===== src/rtl/debounce_pkg.sv =====
// Shared constants and counter-width helpers for the multi-channel debouncer.
package debounce_pkg;

  localparam int DEF_CHANNELS      = 4;
  localparam int DEF_STABLE_CYCLES = 20;
  localparam int DEF_HOLD_CYCLES   = 1000;
  localparam int SYNC_DEPTH        = 2;

  // Stability counter holds STABLE_CYCLES-1 down to 0.
  function automatic int stable_w(input int n);
    return (n < 2) ? 1 : $clog2(n);
  endfunction

  // Hold counter must reach HOLD_CYCLES itself, hence the +1.
  function automatic int hold_w(input int n);
    return $clog2(n + 1);
  endfunction

endpackage


===== src/rtl/multi_debouncer_if.sv =====
// Bundle of raw inputs and debounced/event outputs, W channels wide.
interface multi_debouncer_if #(
  parameter int W = 1
);
  logic [W-1:0] in;
  logic [W-1:0] level;
  logic [W-1:0] rise;
  logic [W-1:0] fall;
  logic [W-1:0] held;
  logic [W-1:0] long_press;

  modport master (output in, input level, rise, fall, held, long_press);
  modport slave  (input in, output level, rise, fall, held, long_press);
endinterface


===== src/rtl/debounce_channel.sv =====
// One debounce channel: stability counter, level/edge pulses and long-press tracking.
module debounce_channel
  import debounce_pkg::*;
#(
  parameter int STABLE_CYCLES = DEF_STABLE_CYCLES,
  parameter int HOLD_CYCLES   = DEF_HOLD_CYCLES
) (
  input logic               clock,
  input logic               reset,
  multi_debouncer_if.slave  ch
);

  localparam int SW = stable_w(STABLE_CYCLES);
  localparam int HW = hold_w(HOLD_CYCLES);
  localparam logic [SW-1:0] STABLE_LOAD = SW'(STABLE_CYCLES - 1);
  localparam logic [HW-1:0] HOLD_MAX    = HW'(HOLD_CYCLES);

  logic          last_q, last_d;
  logic [SW-1:0] cnt_q, cnt_d;
  logic          level_q, level_d;
  logic          rise_q, rise_d;
  logic          fall_q, fall_d;
  logic [HW-1:0] hold_q, hold_d;
  logic          held_q, held_d;
  logic          long_press_q, long_press_d;

  always_comb begin
    last_d  = last_q;
    cnt_d   = cnt_q;
    level_d = level_q;
    hold_d  = hold_q;

    // Any change restarts the count; level is only taken once the count drains.
    if (ch.in != last_q) begin
      last_d = ch.in;
      cnt_d  = STABLE_LOAD;
    end else if (cnt_q != '0) begin
      cnt_d = cnt_q - 1'b1;
    end else begin
      level_d = last_q;
    end

    rise_d = level_d & ~level_q;
    fall_d = ~level_d & level_q;

    if (!level_q) begin
      hold_d = '0;
    end else if (hold_q != HOLD_MAX) begin
      hold_d = hold_q + 1'b1;
    end

    // Gating with level_d lets held drop in the same cycle as fall.
    held_d       = level_d && (hold_d == HOLD_MAX);
    long_press_d = held_d & ~held_q;
  end

  always_ff @(posedge clock) begin
    if (reset) begin
      last_q       <= 1'b0;
      cnt_q        <= '0;
      level_q      <= 1'b0;
      rise_q       <= 1'b0;
      fall_q       <= 1'b0;
      hold_q       <= '0;
      held_q       <= 1'b0;
      long_press_q <= 1'b0;
    end else begin
      last_q       <= last_d;
      cnt_q        <= cnt_d;
      level_q      <= level_d;
      rise_q       <= rise_d;
      fall_q       <= fall_d;
      hold_q       <= hold_d;
      held_q       <= held_d;
      long_press_q <= long_press_d;
    end
  end

  assign ch.level      = level_q;
  assign ch.rise       = rise_q;
  assign ch.fall       = fall_q;
  assign ch.held       = held_q;
  assign ch.long_press = long_press_q;

endmodule


===== src/rtl/multi_debouncer.sv =====
// Multi-channel debouncer top. Define MULTI_DEBOUNCER_SYNC_EN to add a
// two-flop synchroniser in front of every channel (+2 cycles latency).
module multi_debouncer
  import debounce_pkg::*;
#(
  parameter int CHANNELS      = DEF_CHANNELS,
  parameter int STABLE_CYCLES = DEF_STABLE_CYCLES,
  parameter int HOLD_CYCLES   = DEF_HOLD_CYCLES
) (
  input  logic                clock,
  input  logic                reset,
  input  logic [CHANNELS-1:0] in,
  output logic [CHANNELS-1:0] level,
  output logic [CHANNELS-1:0] rise,
  output logic [CHANNELS-1:0] fall,
  output logic [CHANNELS-1:0] held,
  output logic [CHANNELS-1:0] long_press
);

  logic [CHANNELS-1:0] s;

`ifdef MULTI_DEBOUNCER_SYNC_EN
  logic [CHANNELS-1:0] sync_q [SYNC_DEPTH];
  logic [CHANNELS-1:0] sync_d [SYNC_DEPTH];

  always_comb begin
    sync_d[0] = in;
    for (int i = 1; i < SYNC_DEPTH; i++) begin
      sync_d[i] = sync_q[i-1];
    end
  end

  always_ff @(posedge clock) begin
    for (int i = 0; i < SYNC_DEPTH; i++) begin
      sync_q[i] <= reset ? '0 : sync_d[i];
    end
  end

  assign s = sync_q[SYNC_DEPTH-1];
`else
  assign s = in;
`endif

  for (genvar g = 0; g < CHANNELS; g++) begin : g_ch
    multi_debouncer_if #(.W(1)) ch_if ();

    assign ch_if.in      = s[g];
    assign level[g]      = ch_if.level;
    assign rise[g]       = ch_if.rise;
    assign fall[g]       = ch_if.fall;
    assign held[g]       = ch_if.held;
    assign long_press[g] = ch_if.long_press;

    debounce_channel #(
      .STABLE_CYCLES (STABLE_CYCLES),
      .HOLD_CYCLES   (HOLD_CYCLES)
    ) u_ch (
      .clock (clock),
      .reset (reset),
      .ch    (ch_if.slave)
    );
  end

endmodule


===== config.mk =====
export PLATFORM = sky130hd
export DESIGN_NAME = multi_debouncer
export DESIGN_NICKNAME = d
export VERILOG_FILES = /design/src/rtl/debounce_pkg.sv /design/src/rtl/multi_debouncer_if.sv /design/src/rtl/debounce_channel.sv /design/src/rtl/multi_debouncer.sv
export SDC_FILE = /design/constraint.sdc
export NUM_CORES = 1
export LEC_CHECK = 0
export CAP_MARGIN = 25
export CORE_MARGIN = 8
export CORE_UTILIZATION = 64
export DETAILED_ROUTE_END_ITERATION = 10
export PLACE_DENSITY = 0.91
export SKIP_CTS_REPAIR_TIMING = 1
export SYNTH_ARGS = -nofsm -noshare
export SYNTH_HDL_FRONTEND = slang
export SYNTH_HIERARCHICAL = 1
export SYNTH_SLANG_ARGS = --single-unit

===== constraint.sdc =====
create_clock -name clock -period 5.1 [get_ports clock]
set_clock_uncertainty 0.2 [all_clocks]
set_input_delay 0.765 -clock clock [delete_from_list [all_inputs] [get_ports clock]]
set_output_delay 0.765 -clock clock [all_outputs]
set_load 0.02 [all_outputs]

==> reports/qor.txt <==
Synth Area in Compound Gates: 10.5%
TritonCTS clock tree: done
GPL Wtd Cong: 0.840
Fin util: 69.7%
Primary FF master, synth: dfxtp_1
Starting Density: 65.8%
Worst r2r path cells: 7
Crit path launch: reset
Initial antenna violation count: 0
Hold path depth: 1
Status: complete, no violations
R2r endpoint: g_ch[3].u_ch/ch.long_press
Clock power share: 31.4%
Syn Inst Count: 512
Area growth, synth to finish: 5.97%
Total CTS buffers: 9
Placed Instances: 570
Ant diodes: 0
Setup Total Neg Slack: 0 ns
Initial DRT Pass Iterations: 5
Power density cells: 277 nW/um^2
Core area: 6760 um^2
H-tree Lvls: 3
FFs w/ async S/R, synth: 0%
NumNets Final: 523
Xor and xnor fraction of the mapped netlist area: 10.2%
Logic pwr share: 13.6%
Sw Share: 26.9%
Sequential Area: 1680 um^2
Share of layout cells above drive strength 1: 10.1%
Hold Slack: 0.240 ns
Vias in the first global route: 3353
Ports: 26
Clock root cell: clkbuf_8
GRT met2 Usage: 30.3%
CTS Buffer Depth: 2
GRT met3 Usage: 3.77%
Routed wire per std cell: 14.9 um
Met1 Use GR: 23.1%
RR Startpoint: g_ch[3].u_ch/cnt_q[0]
Psw: 0.352 mW
Area of the multi-input gates: 2440 um^2
Crit path max fanout: 19
Detailed placement HPWL: 6.24 mm
Crit path DAT: 2.53 ns
Cell area after synthesis: 4440 um^2
Mapped Avg Cell Area: 8.68 um^2
First-pass GRT wire length: 15.3 mm
Synth Net Count: 534
Top Usage Layer GRT: met2
Req. time, crit path: 5.14 ns
CP Launch Type: input port
Hold Crit Class: flip-flop to flip-flop
Clk_lat worst skew: 0.35 ns
IO Port Bufs: 25
Hold Crit Endpoint: g_ch[0].u_ch/ch.long_press
Finish-stage setup viols: 0
Cell Rows: 30
Routed vias/inst: 6.02
Cell Int Power: 0.955 mW
R2R Setup Slk: 2.99 ns
VDD IR max: 0.205 mV
Total GRT Usage: 18.6%
Max Freq: 401 MHz
Final Non-Filler Cells: 585
MaxCap Viol Count: 0
Post-synthesis sequential area ratio: 37.8%
Iteration-0 DRC Markers: 185
Area leader, netlist: dfxtp_1
Post-synth EDFFs: 0
Crit path capture type: flip-flop
Slew at the pin with the worst max-slew slack: 0.657 ns
Fin. max-slew vios: 0
Flop pwr share: 55.0%
Post-route DRC: 0
Post-Route WL: 8.70 mm
DR vias: 3522
Largest net degree at the start of global routing: 20
Worst slew margin: 56.0%
Fillers: 498
Yosys warns: 6
Clk slew on worst S/H paths: 0.08 ns
Hold Violations, Final: 0
RSZ-0062 raised after global routing: false
Crit Path Class: input port to flip-flop
Die width: 99.3 um
Synth unique cells: 35
Clock sinks: 84
Main combinational cell family by area after synthesis: simple AND/OR/NAND/NOR gates
Final Cycle Share: 48.9%
Leak: 1.57 nW
ANT nets after route: 0
Post-synth top area share: 37.8%
Top post-synthesis cells by area: dfxtp_1 (38%), xnor2_1 (7.1%), nor2_1 (4.7%), ha_1 (4.5%), nand3_1 (3.6%)
Seq cells post-synth: 84
Final min period: 2.49 ns
Worst Hold Launch: g_ch[0].u_ch/ch.held
Die area: 9870 um^2
Die Ht: 99.3 um
Mux contribution to synthesized area: 2.25%
Simple-Gate Fraction of Synth Area: 27.5%
GRT overflow: 0
Synth Area in Adders: 4.50%
==> stage by stage <==
step	power (mW)	cell area [um^2]	setup WS, ns
CTS	1.32	4710	2.62
finish	1.31	4710	2.61
detailed placement	0.908	4540	2.26
floorplan	0.867	4440	3.12
global route	1.37	4710	2.44
global placement	0.897	4540	2.35
==> final cells by class <==
type,instances,area share [%]
multi-input combinational,364,51.9
clock buffer,11,3.00
sequential,84,35.7
tap,80,2.13
timing repair buffer,26,5.47
inverter,16,1.28
clock inverter,4,0.558
==> kinds of logic (layout without fill, tap and decap cells) <==
group	Yosys count	after routing
AOI/OAI and AO/OA	68	68
xor gates and xnor gates	52	52
adders and majority gates	16	16
buffers and inverters	64	57
DFF	84	84
muxes	8	8
and+or+nand+nor	220	220
==> registers in the layout, indices dropped and copies added (netlist names) <==
signal,flops
g_ch.u_ch/cnt_q,20
g_ch.u_ch/hold_q,40
g_ch.u_ch/ch.held,4
g_ch.u_ch/last_q,4
g_ch.u_ch/ch.rise,4
g_ch.u_ch/ch.level,4
g_ch.u_ch/ch.long_press,4
g_ch.u_ch/ch.fall,4
==> how the worst max path moves through the flow <==
stage	cells past startpoint	end	slack (ns)
final	4	g_ch[1].u_ch/ch.fall	2.61
after global routing	4	g_ch[1].u_ch/ch.fall	2.44
after CTS	4	g_ch[1].u_ch/ch.fall	2.62
after detailed placement	4	g_ch[1].u_ch/ch.fall	2.26
after global placement	4	g_ch[1].u_ch/ch.fall	2.35
after floorplan	8	g_ch[0].u_ch/ch.held	3.12
==> layer usage <==
metal	share of wire (%)	wire, um
met5	0	0
met1	45	3890
met3	4.7	410
met4	2.0	170
met2	49	4230
==> power by group through the flow <==
stage | Sequential (mW) | Combinational, mW | Clock, mW
6_report | 0.718 | 0.178 | 0.410
5_1_grt | 0.722 | 0.201 | 0.451
4_1_cts | 0.717 | 0.178 | 0.421
3_5_place_dp | 0.732 | 0.176 | 0
3_3_place_gp | 0.730 | 0.166 | 0
2_1_floorplan | 0.723 | 0.145 | 0
==> synthesized netlist by cell type, types with 20 or more instances <==
cell       n
dfxtp_1   84
nor2_1    56
xnor2_1   36
nand2_1   32
nand3_1   32
a21oi_1   28
clkbuf_1  24
buf_4     20
==> cells in the final DEF (no fill, tap or decap), types with 25 or more instances in the layout <==
cell type / Yosys / layout
nor2_1: 56 / 56
clkdlybuf4s50_1: 0 / 25
xnor2_1: 36 / 36
dfxtp_1: 84 / 84
a21oi_1: 28 / 28
nand2_1: 32 / 32
nand3_1: 32 / 32
==> worst max-delay path, stage by stage <==
cell,delay (ns)
clkdlybuf4s50_1,0.75
buf_4,0.37
nand2b_1,0.33
nor4_1,0.31
Note: power is estimated with default switching activity, not from simulation.
